$ cat src/rtl/pos_dac_spi_if.sv
// pos_dac_spi_if: position command in, SPI DAC pins and status out
interface pos_dac_spi_if;
  logic [15:0] pos_dac;
  logic        dac_update_req;
  logic        dac_sclk;
  logic        dac_csn;
  logic        dac_sdi;
  logic        dac_ldacn;
  logic        dac_busy;
  logic        dac_done;
  logic [15:0] dac_last;
  modport master (
    output pos_dac, dac_update_req,
    input  dac_sclk, dac_csn, dac_sdi, dac_ldacn, dac_busy, dac_done, dac_last
  );
  modport slave (
    input  pos_dac, dac_update_req,
    output dac_sclk, dac_csn, dac_sdi, dac_ldacn, dac_busy, dac_done, dac_last
  );
endinterface

$ cat src/rtl/pos_dac_spi.sv
// pos_dac_spi: shifts 16-bit DAC codes MSB-first over SPI, then strobes LDAC
module pos_dac_spi #(
  parameter int CLK_DIV     = 4,
  parameter int LDAC_CYCLES = 2,
  parameter bit AUTO_UPDATE = 1'b1
) (
  input logic          clk_pid,
  input logic          sys_rstn,
  pos_dac_spi_if.slave bus
);
  typedef enum logic [2:0] {IDLE, SHIFT, HOLD, LDAC, DONE} state_e;
  localparam logic [7:0] DIV_TC  = 8'(CLK_DIV - 1);
  localparam logic [7:0] LDAC_TC = 8'(LDAC_CYCLES - 1);
  state_e      state_q, state_d;
  logic [15:0] word_q, word_d, last_q, last_d;
  logic [7:0]  div_q, div_d;
  logic [4:0]  bit_q, bit_d;
  logic        sclk_q, sclk_d, csn_q, csn_d, sdi_q, sdi_d;
  logic        ldacn_q, ldacn_d, done_q, done_d, pend_q, pend_d;
  logic        trig, div_tc, ldac_tc, fall, last_fall;
  assign trig      = bus.dac_update_req || (AUTO_UPDATE && bus.pos_dac != last_q) || pend_q;
  assign div_tc    = div_q == DIV_TC;
  assign ldac_tc   = div_q == LDAC_TC;
  assign fall      = div_tc && sclk_q;
  assign last_fall = fall && bit_q == 5'd16;
  // state and datapath registers, all cleared asynchronously
  always_ff @(posedge clk_pid or negedge sys_rstn)
    if (!sys_rstn) begin
      state_q <= IDLE;
      word_q  <= '0;
      last_q  <= 16'h8000;
      div_q   <= '0;
      bit_q   <= '0;
      sclk_q  <= 1'b0;
      csn_q   <= 1'b1;
      sdi_q   <= 1'b0;
      ldacn_q <= 1'b1;
      done_q  <= 1'b0;
      pend_q  <= 1'b0;
    end else begin
      state_q <= state_d;
      word_q  <= word_d;
      last_q  <= last_d;
      div_q   <= div_d;
      bit_q   <= bit_d;
      sclk_q  <= sclk_d;
      csn_q   <= csn_d;
      sdi_q   <= sdi_d;
      ldacn_q <= ldacn_d;
      done_q  <= done_d;
      pend_q  <= pend_d;
    end
  // transfer sequencing: shift, CS deassert hold, LDAC strobe, done cycle
  always_comb begin
    state_d = state_q;
    case (state_q)
      IDLE:    if (trig) state_d = SHIFT;
      SHIFT:   if (last_fall) state_d = HOLD;
      HOLD:    if (div_tc) state_d = LDAC;
      LDAC:    if (ldac_tc) state_d = DONE;
      default: state_d = IDLE;
    endcase
  end
  // pin and datapath updates; sdi only moves on falling SCLK toggles
  always_comb begin
    word_d  = word_q;
    last_d  = last_q;
    div_d   = div_q;
    bit_d   = bit_q;
    sclk_d  = sclk_q;
    csn_d   = csn_q;
    sdi_d   = sdi_q;
    ldacn_d = ldacn_q;
    done_d  = 1'b0;
    pend_d  = pend_q;
    case (state_q)
      IDLE: if (trig) begin
        word_d = bus.pos_dac;
        csn_d  = 1'b0;
        sdi_d  = bus.pos_dac[15];
        div_d  = '0;
        bit_d  = '0;
        pend_d = 1'b0;
      end
      SHIFT: begin
        div_d  = div_tc ? 8'd0 : div_q + 8'd1;
        sclk_d = div_tc ? ~sclk_q : sclk_q;
        bit_d  = (div_tc && !sclk_q) ? bit_q + 5'd1 : bit_q;
        if (fall) begin
          csn_d = last_fall;
          sdi_d = last_fall ? 1'b0 : word_q[4'(5'd15 - bit_q)];
        end
      end
      HOLD: begin
        div_d   = div_tc ? 8'd0 : div_q + 8'd1;
        ldacn_d = !div_tc;
      end
      LDAC: begin
        div_d   = div_q + 8'd1;
        ldacn_d = ldac_tc;
        done_d  = ldac_tc;
        last_d  = ldac_tc ? word_q : last_q;
      end
      default: ;
    endcase
    if (state_q != IDLE && bus.dac_update_req) pend_d = 1'b1;
  end
  assign bus.dac_sclk  = sclk_q;
  assign bus.dac_csn   = csn_q;
  assign bus.dac_sdi   = sdi_q;
  assign bus.dac_ldacn = ldacn_q;
  assign bus.dac_busy  = state_q != IDLE;
  assign bus.dac_done  = done_q;
  assign bus.dac_last  = last_q;
endmodule

$ cat src/flat_wrapper.sv
// flat-port wrapper written by rule: the top's interface ports become plain ports
module pos_dac_spi_flat 
#(
  parameter int CLK_DIV     = 4,
  parameter int LDAC_CYCLES = 2,
  parameter bit AUTO_UPDATE = 1'b1
)
  (clk_pid, sys_rstn, bus_pos_dac, bus_dac_update_req, bus_dac_sclk, bus_dac_csn, bus_dac_sdi, bus_dac_ldacn, bus_dac_busy, bus_dac_done, bus_dac_last);
  pos_dac_spi_if bus_i ();
  input logic clk_pid;
  input logic sys_rstn;
  input wire logic [$bits(bus_i.pos_dac)-1:0] bus_pos_dac;
  input wire logic [$bits(bus_i.dac_update_req)-1:0] bus_dac_update_req;
  output wire logic [$bits(bus_i.dac_sclk)-1:0] bus_dac_sclk;
  output wire logic [$bits(bus_i.dac_csn)-1:0] bus_dac_csn;
  output wire logic [$bits(bus_i.dac_sdi)-1:0] bus_dac_sdi;
  output wire logic [$bits(bus_i.dac_ldacn)-1:0] bus_dac_ldacn;
  output wire logic [$bits(bus_i.dac_busy)-1:0] bus_dac_busy;
  output wire logic [$bits(bus_i.dac_done)-1:0] bus_dac_done;
  output wire logic [$bits(bus_i.dac_last)-1:0] bus_dac_last;
  assign bus_i.pos_dac = bus_pos_dac;
  assign bus_i.dac_update_req = bus_dac_update_req;
  assign bus_dac_sclk = bus_i.dac_sclk;
  assign bus_dac_csn = bus_i.dac_csn;
  assign bus_dac_sdi = bus_i.dac_sdi;
  assign bus_dac_ldacn = bus_i.dac_ldacn;
  assign bus_dac_busy = bus_i.dac_busy;
  assign bus_dac_done = bus_i.dac_done;
  assign bus_dac_last = bus_i.dac_last;
  pos_dac_spi #(.CLK_DIV(CLK_DIV), .LDAC_CYCLES(LDAC_CYCLES), .AUTO_UPDATE(AUTO_UPDATE)) u_core (.clk_pid(clk_pid), .sys_rstn(sys_rstn), .bus(bus_i));
endmodule
$ cat config.mk
export PLATFORM = sky130hd
export DESIGN_NAME = pos_dac_spi_flat
export DESIGN_NICKNAME = d
export VERILOG_FILES = /design/src/rtl/pos_dac_spi_if.sv /design/src/rtl/pos_dac_spi.sv /design/src/flat_wrapper.sv
export SDC_FILE = /design/constraint.sdc
export NUM_CORES = 1
export LEC_CHECK = 0
export BUFFER_PORTS_ARGS = -buffer_cell sky130_fd_sc_hd__buf_2
export CAP_MARGIN = 25
export CORE_ASPECT_RATIO = 0.5
export CORE_MARGIN = 2
export CORE_UTILIZATION = 30
export DETAILED_ROUTE_END_ITERATION = 10
export SYNTH_ARGS = -nofsm -noshare
export SYNTH_HDL_FRONTEND = slang
export SYNTH_SLANG_ARGS = --single-unit
export TNS_END_PERCENT = 10
$ cat constraint.sdc
create_clock -name clk_pid -period 4.89 [get_ports clk_pid]
set_input_delay 0.2445 -clock clk_pid [delete_from_list [all_inputs] [get_ports clk_pid]]
set_output_delay 0.2445 -clock clk_pid [all_outputs]
set_load 0.05 [all_outputs]
======== Yosys cells after proc, flatten, opt, wreduce, memory -nomap -nowiden ========
Cells that the tools add are included.
storage, ports and cells
  register bits ........................... 54
  bits in latches ......................... 0
  bits in writable memories ............... 0
  ROM bits ................................ 0
  output and inout port bits .............. 22
  memories ................................ 0
cells by class
  add/sub/neg operators ................... 3
  multipliers ............................. 0
  div/mod/pow operators ................... 0
  $lt $le $gt $ge ......................... 1
  equal/unequal tests ..................... 13
  shifts and indexed selects .............. 0
  muxes and demuxes ....................... 24
  bitwise operators ....................... 1
  reductions and logical operators ........ 24
operators by type and width
  cell                                                   count
  case mux 8 bit (3 select lines)                        1
  2-to-1 mux 8 bit                                       2
  inequality test 16 bit                                 1
  2-to-1 mux 3 bit                                       4
  inequality test 2 x 1 -> 1 bit, second input constant  6
  case mux 3 bit (4 select lines)                        1
  2-to-1 mux 5 bit                                       2
  case mux 5 bit (2 select lines)                        1
  AND reduction 2 bit                                    5
  2-to-1 mux 1 bit                                       9
  adder 8 x 1 -> 8 bit, second input constant            1
  == test 8 x 1 -> 1 bit, second input constant          1
  == test 8 x 2 -> 1 bit, second input constant          1
  nonzero test 2 bit                                     4
  == test 3 x 2 -> 1 bit, second input constant          2
  case mux 1 bit (2 select lines)                        3
  AND reduction 3 bit                                    2
  nonzero test 3 bit                                     2
  adder 5 x 1 -> 5 bit, second input constant            1
  == test 5 bit, second input constant                   1
  < comparator 4 x 5 -> 1 bit, second input constant     1
  binary-select mux 1 bit (select 4 bit)                 1
  logical AND 1 bit                                      4
  AND reduction 4 bit                                    1
  7 further kinds                                        9

======== Logic depth before layout (Yosys ltp) ========
Gate-level depths: netlist (run 1).
  depth in word-level cells ............... 6
  gate-level depth with buffers ........... 7
  gate-level depth less buffers ........... 6

======== Worst setup path after synthesis (run 1) ========
Ideal clock, no wire load.
  kind .................................... reg-to-reg
  from .................................... reg u_core.last_q[6] (netlist: u_core.bus.dac_last[6])
  to ...................................... reg u_core.word_q[0]
  library setup time ...................... 0.125 ns
  arrival time ............................ 2.057 ns
  required time ........................... 4.765 ns
  path slack .............................. 2.708 ns
  stages on the path, launching flop included .. 7
  period minus slack after synthesis ...... 2.182 ns
  cell sequence ........................... dfrtp_1 xor2_1 nor4_1 nand3_1 o21ai_1 buf_2 mux2_2
on the way
  cells in the longest elaborated chain, start to end .. 4
RTL lines
  element                        line               source
  start: declaration             pos_dac_spi.sv:15  logic [15:0] word_q, word_d, last_q, last_d;
  start signal: assignment       pos_dac_spi.sv:43  last_q <= last_d;
  inequality test 16 bit         pos_dac_spi.sv:21  assign trig = bus.dac_update_req || (AUTO_UPDATE && bus.pos_dac != last_q) || pend_q;
  logical OR 1 bit (2 in a row)  pos_dac_spi.sv:21
  AND reduction 2 bit (no line)  -
  end signal: assignment         pos_dac_spi.sv:42  word_q <= word_d;
  end: declaration               pos_dac_spi.sv:15
Every way passes these cells.
A chain may end at the register's enable or synchronous reset.

======== Final worst setup path (run 1) ========
  from .................................... reg u_core.last_q[7] (netlist: u_core.bus.dac_last[7])
  to ...................................... reg u_core.word_q[13]
The elaborated chain is that of the path after synthesis.

==> results of run 1 <==
==> routing by layer <==
layer	track usage	wire (µm)	vias to the layer above	part of all wire
met5	0	0	-	0
met4	0.0438	83	0	0.014
met3	0.0221	124	7	0.021
met2	0.221	2920	21	0.50
met1	0.158	2730	941	0.47
li1	-	-	916	-
==> synthesized netlist by cell type, drive strengths merged, types with 2 or more instances <==
master  number  area, µm²
ha           4       50.1
or3          2       12.5
nor4         3       18.8
a21oi        3       15.0
nand3       13       70.1
a311o        2       20.0
dfstp        3       78.8
nor2        11       41.3
mux2i        3       30.0
dfrtp       51       1280
nor3         5       36.3
xnor2        2       17.5
o21ai       16       80.1
inv         11       41.3
nand2       18       75.1
xor2        18        158
o22ai        2       12.5
nor3b        4       30.0
and3         4       32.5
mux2        33        375
buf          5       37.5
o211ai       2       15.0
mux4         2       45.0
clkbuf       2       7.51
==> worst max-delay path: cells and delay by family (launching register included) <==
family                    cells  cell delay (ns)
muxes                         1             0.35
AOI/OAI and AO/OA             1             0.58
DFF                           1             0.41
xor gates and xnor gates      1             0.17
buffers and inverters         1             0.26
and+or+nand+nor               2             0.57
==> state kept, by name, indices dropped and copies added, names as in the netlist <==
register,count
u_core.bus.dac_last,16
u_core.word_q,16
u_core.div_q,8
u_core.bit_q,5
u_core.state_q,3
u_core.bus.dac_csn,1
u_core.bus.dac_done,1
u_core.bus.dac_ldacn,1
u_core.bus.dac_sclk,1
u_core.bus.dac_sdi,1
u_core.pend_q,1
==> power groups by stage <==
stage	registers [µW]	clock network, µW	logic, µW
global placement	455	0	26.8
finish	447	373	26.2
CTS	447	380	27.3
global route	447	399	30.2
floorplan	456	0	5.68
detailed placement	455	0	27.3
==> stage by stage <==
stage                     hold WS [ns]  utilization
final                           0.0747        0.365
after global routing             0.145        0.365
after CTS                        0.100        0.365
after detailed placement         0.426        0.347
after global placement           0.407        0.346
after floorplan                -0.0511            -
==> cells by family after synthesis <==
| logic type | after synthesis | synth area share |
|---|---|---|
| DFF | 54 | 0.498 |
| muxes | 38 | 0.166 |
| AOI/OAI and AO/OA | 35 | 0.0819 |
| buffers and inverters | 18 | 0.0318 |
| adders and majority gates | 4 | 0.0184 |
| xor gates and xnor gates | 20 | 0.0644 |
| and+or+nand+nor | 66 | 0.139 |
==> cell usage in the layout, fill, tap and decap left out, types with 2 or more instances in the layout <==
cell type  count
xor2_1        18
dfstp_2        3
ha_1           4
o22ai_1        2
and3_2         2
nor3b_1        4
nand3_1       12
clkbuf_16      5
mux2_2        32
inv_1         11
nand2_1       17
buf_2         40
mux4_2         2
o211ai_1       2
a311o_1        2
xnor2_1        2
or3_1          2
nor3_1         4
mux2i_1        3
nor2_1        11
o21ai_0       15
a21oi_1        3
nor4_1         3
dfrtp_1       51
==> worst min path at each step <==
stage | slack (ns) | to | cells after the start
2_1_floorplan | -0.05 | u_core.bit_q[0]$_DFFE_PN0P_ | 0
3_3_place_gp | 0.41 | u_core.bus.dac_last[4]$_DFFE_PN0P_ | 2
3_5_place_dp | 0.43 | u_core.word_q[4]$_DFFE_PN0P_ | 2
4_1_cts | 0.10 | u_core.bus.dac_last[3]$_DFFE_PN0P_ | 2
5_1_grt | 0.14 | u_core.bus.dac_last[14]$_DFFE_PN0P_ | 2
6_report | 0.07 | u_core.bus.dac_last[14]$_DFFE_PN0P_ | 2
==> area by class of cell <==
cell class,count,area share
clock buffers,6,0.0434
clock inverters,2,0.00509
inverters,11,0.0129
multi-input cells,163,0.401
flip-flops and latches,54,0.424
well taps,117,0.0458
repair buffers,42,0.0685
==> run_results.csv, run 1 <==
group,metric,value,unit
global_route,grt_max_degree,55,
place,portBuffers,40,
worst_setup_path,path_cells,"xor2_1 > nor4_1 > nand3_1 > o21ai_2 > buf_6 > mux2_2",
power,switching_share,0.218,
global_route,grtUsageTotal,0.125,
clock_network,cts_hold_buf,0,
logic_synthesis,avgSynthCellArea,11.6,µm²
sta,setup_viol,0,
power,p_leak,0.00157,µW
finish,fill_cells,897,
logic_synthesis,ys_warn_count,0,
logic_synthesis,synth.distinct_cells,48,
clock_network,clock_sinks,54,
floorplanning,die_h,71.3,µm
finish,antennaDiodeCount,0,
worst_setup_path,cp_slowest_cell,"o21ai_2",
sta,fmax,407,MHz
clock_network,tritoncts,"yes",
routing,drc,0,
power,p_clk_frac,0.441,
worst_setup_path,crit_type,"reg -> reg",
sta,period_minus_slack,2.45,ns
global_route,antenna_found_initial,0,
logic_synthesis,ys_ff_latch,54,
finish,drive_gt1_frac,0.360,
worst_setup_path,r2r_start,"u_core.bus.dac_last[7]$_DFFE_PN0P_",
clock_network,clk_path_buf_depth,2,
worst_setup_path,reg2reg_slack,2.44,ns
floorplanning,start_util,0.310,
worst_setup_path,start_kind,"flop",
power,power.total,846,µW
sta,fin_skew,0.00513,ns
sta,maxSlewHeadroom,0.419,
finish,area_delta_synth_final,17.6,%
clock_network,htreeDepth,2,
global_route,grt_overflow_total,0,
power,ir_drop,0.000160,V
routing,vias_per_cell,4.77,
floorplanning,die_width,139,µm
worst_setup_path,end_kind,"flop",
routing,drt_iter0_drc,86,
logic_synthesis,syn_nets,258,
routing,wl,5.86,mm
logic_synthesis,syn-instance-count,235,
power,seqPwrFrac,0.528,
place,postPlaceCellArea,0.00304,mm²
worst_setup_path,required,5.07,ns
finish,layout.nets,300,
sta,worst_pin_slew,0.864,ns
worst_setup_path,cpPeakStageDelay,0.58,ns
power,internal_power,662,µW
routing,wire_per_inst,14.8,µm
logic_synthesis,synth_ff_type,"dfrtp_1",
worst_setup_path,crit_start,"u_core.bus.dac_last[7]$_DFFE_PN0P_",
clock_network,cts_buffers,5,
clock_network,worst_skew_pair.late_latency,0.29,ns
sta,tns,0,ns
floorplanning,io_pins,41,
global_route,grt_pass1_vias,1958,
sta,hold_viol_final,0,
logic_synthesis,syn_area,0.00272,mm²
routing,vias,1885,
logic_synthesis,synth_edf_count,0,
sta,fin_crit_sh,0.502,
worst_setup_path,reg2reg_depth,6,
place,gp_congestion,0.790,
sta,slew_violations,0,
worst_setup_path,arrival,2.63,ns
sta,worst_slack,2.44,ns
power,power_per_cell_area,264,mW/mm²
worst_setup_path,r2r_end,"u_core.word_q[13]$_DFFE_PN0P_",
clock_network,post_cts_buffers,0,
power,combPwrFrac,0.031,
worst_setup_path,endpoint,"u_core.word_q[13]$_DFFE_PN0P_",
worst_setup_path,crit_path_max_fanout,13,
status,status,"finished, final reports clean",
power,power.switching,184,µW
finish,multi_input_area,0.00128,mm²
routing,ant_nets,0,
run,drv_cap,0,
place,dp_cells,387,
finish,design_area,0.00320,mm²
finish,fin_cells,395,
logic_synthesis,seq_area_frac_synth,0.498,
floorplanning,die_area,0.00989,mm²
finish,seq_area,0.00136,mm²
floorplanning,fp-row-count,24,
hold_path,hp-class,"in -> async",
clock_network,path_clk_slew,0.07,ns
routing,dr.pass1.iters,4,
place,place_hpwl,4.31,mm
place,pre_cts_ws,2.40,ns
global_route,grt_first_pass_wirelength,10.0,mm
clock_network,post_cts_resized,0,
sta,rsz0062_at_grt,"no",
logic_synthesis,async_flop_share,1.00,
clock_network,cts_root_buf,"clkbuf_16",
floorplanning,core-area,0.00877,mm²
(Power assumes the default switching activity.)
==> run 2, diff against run 1 <==
==> constraint.sdc (replaced) <==
create_clock -name clk_pid -period 2.49 [get_ports clk_pid]
set_input_delay 0.1245 -clock clk_pid [delete_from_list [all_inputs] [get_ports clk_pid]]
set_output_delay 0.1245 -clock clk_pid [all_outputs]
set_load 0.05 [all_outputs]
==> run_results.csv, run 2 (synthesis gave the netlist of run 1 again) <==
group,metric,value,unit
place,gp_congestion,0.803,
power,internal_power,1300,µW
worst_setup_path,reg2reg_depth,6,
clock_network,tritoncts,"yes",
power,power.total,1650,µW
routing,drc,0,
global_route,antenna_found_initial,0,
finish,layout.nets,304,
finish,final_common_cell,"dfrtp_1",
routing,vias,1881,
worst_setup_path,crit_type,"reg -> reg",
hold_path,min_path_cells,3,
routing,wl,5.72,mm
clock_network,cts_root_buf,"clkbuf_16",
floorplanning,core-area,0.00877,mm²
routing,dr.pass1.iters,4,
finish,area_delta_synth_final,19.1,%
worst_setup_path,start_kind,"flop",
floorplanning,die_h,71.3,µm
global_route,grt_max_degree,38,
power,combPwrFrac,0.032,
power,p_clk_frac,0.437,
finish,design_area,0.00324,mm²
clock_network,clock_sinks,54,
clock_network,post_cts_buffers,0,
finish,final_cell_mix,"51 x dfrtp_1, 40 x buf_2, 32 x mux2_2",
hold_path,hp-class,"in -> reg",
worst_setup_path,arrival,2.33,ns
floorplanning,start_util,0.310,
global_route,grt_overflow_total,0,
routing,ant_nets,0,
finish,antennaDiodeCount,0,
floorplanning,die_area,0.00989,mm²
place,postPlaceCellArea,0.00307,mm²
hold_path,holdPathEnd,"u_core.pend_q$_DFFE_PN0P_",
sta,worst_pin_slew,0.479,ns
power,power_per_cell_area,510,mW/mm²
power,ir_drop,0.000241,V
sta,fmax,464,MHz
sta,tns,0,ns
clock_network,cts_buffers,5,
sta,fin_skew,0.00374,ns
routing,drt_iter0_drc,91,
worst_setup_path,r2r_end,"u_core.bus.dac_sdi$_DFFE_PN0P_",
sta,period_minus_slack,2.16,ns
clock_network,clk_path_buf_depth,2,
worst_setup_path,end_kind,"flop",
sta,setup_viol,0,
sta,rsz0062_at_grt,"no",
place,place_hpwl,4.29,mm
worst_setup_path,r2r_start,"u_core.div_q[3]$_DFFE_PN0P_",
clock_network,htreeDepth,2,
worst_setup_path,path_cells,"or4_4 > nor3_4 > nand2_1 > o21ai_0 > o22ai_1 > mux2_2",
sta,fin_crit_sh,0.866,
floorplanning,die_width,139,µm
finish,fill_cells,862,
worst_setup_path,crit_path_max_fanout,5,
run,drv_cap,0,
routing,vias_per_cell,4.71,
worst_setup_path,cpPeakStageDelay,0.59,ns
power,switching_share,0.213,
floorplanning,fp-row-count,24,
global_route,grtUsageTotal,0.121,
global_route,grt_pass1_vias,1960,
global_route,grt_first_pass_wirelength,9.68,mm
finish,seq_area,0.00136,mm²
place,dp_cells,390,
routing,wire_per_inst,14.3,µm
clock_network,worst_skew_pair.late_latency,0.29,ns
sta,maxSlewHeadroom,0.681,
finish,drive_gt1_frac,0.365,
power,power.switching,352,µW
finish,multi_input_area,0.00128,mm²
finish,fin_cells,399,
hold_path,hold_start,"bus_dac_update_req",
worst_setup_path,required,2.67,ns
sta,hold_viol_final,0,
clock_network,path_clk_slew,0.07,ns
status,status,"finished, final reports clean",
power,p_leak,0.00159,µW
place,portBuffers,40,
worst_setup_path,cp_slowest_cell,"or4_4",
floorplanning,io_pins,41,
sta,slew_violations,0,
worst_setup_path,reg2reg_slack,0.33,ns
power,seqPwrFrac,0.531,
-- run 2: cell types whose count changed in the layout (fill, tap and decap cells not counted) --
| cell | change |
|---|---|
| buf_4 | +3 |
| dlygate4sd3_1 | +1 |
| buf_12 | +1 |
| buf_6 | -1 |
-- run 2: power groups by stage --
stage	registers, µW	clock network (µW)	logic [µW]
after floorplan	895	0	11.1
after global placement	894	0	53.7
after detailed placement	894	0	53.9
after CTS	877	743	55.5
after global routing	877	776	61.1
final	877	722	53.3
-- run 2: cell type report --
class | instances | share of cell area
flip-flops and latches | 54 | 0.418
multi-input cells | 163 | 0.396
repair buffers | 46 | 0.0803
well taps | 117 | 0.0452
clock buffers | 6 | 0.0429
inverters | 11 | 0.0127
clock inverters | 2 | 0.00502
-- run 2: how the worst max path moves through the flow --
stage | from | end | slack [ns] | cells after the start
after floorplan | u_core.bus.dac_last[6]$_DFFE_PN0P_ | u_core.word_q[0]$_DFFE_PN0P_ | 0.31 | 6
after CTS | u_core.div_q[3]$_DFFE_PN0P_ | u_core.bus.dac_sdi$_DFFE_PN0P_ | 0.31 | 6
after global placement | u_core.div_q[3]$_DFFE_PN0P_ | u_core.bus.dac_sdi$_DFFE_PN0P_ | 0.33 | 6
after global routing | u_core.div_q[3]$_DFFE_PN0P_ | u_core.bus.dac_sdi$_DFFE_PN0P_ | 0.16 | 6
final | u_core.div_q[3]$_DFFE_PN0P_ | u_core.bus.dac_sdi$_DFFE_PN0P_ | 0.33 | 6
after detailed placement | u_core.div_q[3]$_DFFE_PN0P_ | u_core.div_q[3]$_DFFE_PN0P_ | 0.33 | 6
-- run 2: what timing repair did --
item / in CTS / in global routing
hold endpoints to repair: 17 / 0
hold buffers: 1 / 0
setup endpoints to repair: 0 / 0
gates resized for setup: 0 / 0
-- run 2: worst max-delay path, delay by kind of cell, from the launching register on --
| family | cells | cell delay [ns] |
|---|---|---|
| AOI/OAI and AO/OA | 2 | 0.47 |
| DFF | 1 | 0.42 |
| muxes | 1 | 0.28 |
| and+or+nand+nor | 3 | 0.88 |
-- run 2: per-layer routing --
metal,up-vias,part of all wire,global-route usage,wire (µm)
met5,-,0,0,0
met4,0,0.017,0.0471,97
met3,9,0.031,0.0241,178
met2,22,0.49,0.212,2810
met1,931,0.46,0.152,2640
li1,919,-,-,-
-- run 2: through the flow --
step,hold WS (ns),setup WS [ns],utilization
CTS,0.0804,0.311,0.369
detailed placement,0.0609,0.328,0.351
global route,0.0915,0.161,0.369
global placement,0.0591,0.326,0.351
finish,0.0797,0.333,0.369
floorplan,-0.171,0.308,-
==> run 3, diff against run 2 <==
--- a/config.mk
+++ b/config.mk
@@ -9,7 +9,7 @@
 export CAP_MARGIN = 25
 export CORE_ASPECT_RATIO = 0.5
 export CORE_MARGIN = 2
-export CORE_UTILIZATION = 30
+export CORE_UTILIZATION = 40
 export DETAILED_ROUTE_END_ITERATION = 10
 export SYNTH_ARGS = -nofsm -noshare
 export SYNTH_HDL_FRONTEND = slang
==> run_results.csv, run 3 (synthesis gave the netlist of run 1 again) <==
group,metric,value,unit
clock_network,htreeDepth,2,
worst_setup_path,cp_slowest_cell,"or4_4",
routing,vias,1909,
routing,drt_iter0_drc,67,
sta,rsz0062_at_grt,"no",
finish,fin_cells,375,
worst_setup_path,arrival,2.40,ns
place,place_hpwl,4.06,mm
floorplanning,core-area,0.00662,mm²
clock_network,clk_path_buf_depth,2,
place,gp_congestion,0.783,
floorplanning,fp-row-count,21,
sta,worst_pin_slew,0.410,ns
power,power.total,1720,µW
run,drv_cap,0,
routing,wire_per_inst,14.9,µm
global_route,grt_first_pass_wirelength,9.45,mm
global_route,grtUsageTotal,0.162,
routing,vias_per_cell,5.09,
worst_setup_path,crit_type,"reg -> reg",
floorplanning,die_h,62.3,µm
finish,antennaDiodeCount,0,
routing,ant_nets,0,
clock_network,path_clk_slew,0.07,ns
sta,period_minus_slack,2.22,ns
finish,layout.nets,305,
sta,maxSlewHeadroom,0.724,
finish,area_delta_synth_final,18.6,%
worst_setup_path,reg2reg_depth,4,
power,p_leak,0.00160,µW
sta,slew_violations,0,
sta,fin_crit_sh,0.892,
worst_setup_path,cp.buffers_inverters,0,
sta,fin_skew,0.00652,ns
sta,hold_viol_final,0,
floorplanning,io_pins,41,
sta,fmax,450,MHz
clock_network,cts_root_buf,"clkbuf_16",
status,status,"finished, final reports clean",
worst_setup_path,crit_path_max_fanout,13,
power,ir_drop,0.000289,V
clock_network,cts_hold_buf,1,
global_route,grt_pass1_vias,1899,
floorplanning,die_area,0.00751,mm²
finish,final_common_cell,"dfrtp_1",
worst_setup_path,crit_family,"simple AND/OR/NAND/NOR gates",
floorplanning,start_util,0.411,
sta,setup_viol,0,
place,dp_cells,366,
worst_setup_path,start_kind,"flop",
hold_path,hp-class,"in -> reg",
clock_network,tritoncts,"yes",
clock_network,worst_skew_pair.late_latency,0.29,ns
global_route,grt_overflow_total,0,
finish,final_cell_mix,"51 x dfrtp_1, 40 x buf_2, 32 x mux2_2",
clock_network,cts_buffers,5,
clock_network,post_cts_buffers,0,
worst_setup_path,cpPeakStageDelay,0.59,ns
global_route,antenna_found_initial,0,
finish,drive_gt1_frac,0.367,
worst_setup_path,required,2.67,ns
global_route,grt_max_degree,24,
power,power_per_cell_area,532,mW/mm²
place,portBuffers,40,
routing,dr.pass1.iters,4,
routing,drc,0,
worst_setup_path,path_depth,4,
sta,tns,0,ns
floorplanning,die_width,121,µm
worst_setup_path,end_kind,"flop",
clock_network,clock_sinks,54,
hold_path,min_path_cells,3,
routing,wl,5.58,mm
clock_network,post_cts_resized,0,
worst_setup_path,path_cells,"or4_4 > nor4b_4 > nand3_2 > a311o_1",
-- run 3: changes by cell type in the layout (fill, tap and decap cells not counted) --
cell	before	now
clkinvlp_4	1	0
inv_6	1	0
clkbuf_8	1	0
bufinv_16	0	1
buf_4	4	5
clkinv_2	0	2
-- run 3: area by class of cell --
cell class                 instances  area [µm²]
fill                             616        3400
clock buffer                       5         125
timing repair buffer              47         268
inverter                          11        41.3
tap                               92         115
clock inverter                     3        40.0
multi-input combinational        163        1280
sequential                        54        1360
-- run 3: per-stage QoR --
| step | util | hold WS (ns) | worst slack [ns] | cell area (µm²) |
|---|---|---|---|---|
| 3_3_place_gp | 0.461 | 0.0647 | 0.316 | 3050 |
| 5_1_grt | 0.487 | 0.0763 | 0.154 | 3230 |
| 6_report | 0.487 | 0.0769 | 0.269 | 3230 |
| 3_5_place_dp | 0.461 | 0.0698 | 0.272 | 3050 |
| 2_1_floorplan | - | -0.171 | 0.308 | 2720 |
| 4_1_cts | 0.487 | 0.0795 | 0.262 | 3230 |
-- run 3: path summary, 6_finish.rpt --
path | slack [ns] | start | end
max | 0.27 | u_core.div_q[3]$_DFFE_PN0P_ | u_core.bit_q[2]$_DFFE_PN0P_
min | 0.08 | bus_dac_update_req | u_core.pend_q$_DFFE_PN0P_
max reg2reg | 0.27 | u_core.div_q[3]$_DFFE_PN0P_ | u_core.bit_q[2]$_DFFE_PN0P_
min reg2reg | 0.47 | u_core.bus.dac_csn$_DFFE_PN1P_ | u_core.bus.dac_csn$_DFFE_PN1P_
max in group asynchronous | 1.47 | sys_rstn | u_core.bus.dac_csn$_DFFE_PN1P_
min in group asynchronous | 0.29 | sys_rstn | u_core.bus.dac_last[4]$_DFFE_PN0P_
-- run 3: worst min-delay path: stages --
cell,delay (ns)
buf_2,0.08
nor2_1,0.05
nor2_1,0.07
-- run 3: power by group --
group | switching [µW] | leakage [µW] | internal (µW)
sequential | 0.340 | 0.000724 | 877
clock | 314 | 0.0000836 | 471
combinational | 34.3 | 0.000797 | 20.2
-- run 3: per-layer routing --
metal,up-vias,wire length (µm),GRT usage
met2,18,2760,0.258
met1,959,2610,0.212
met4,0,63,0.0567
met5,-,0,0
li1,928,-,-
met3,4,146,0.0460
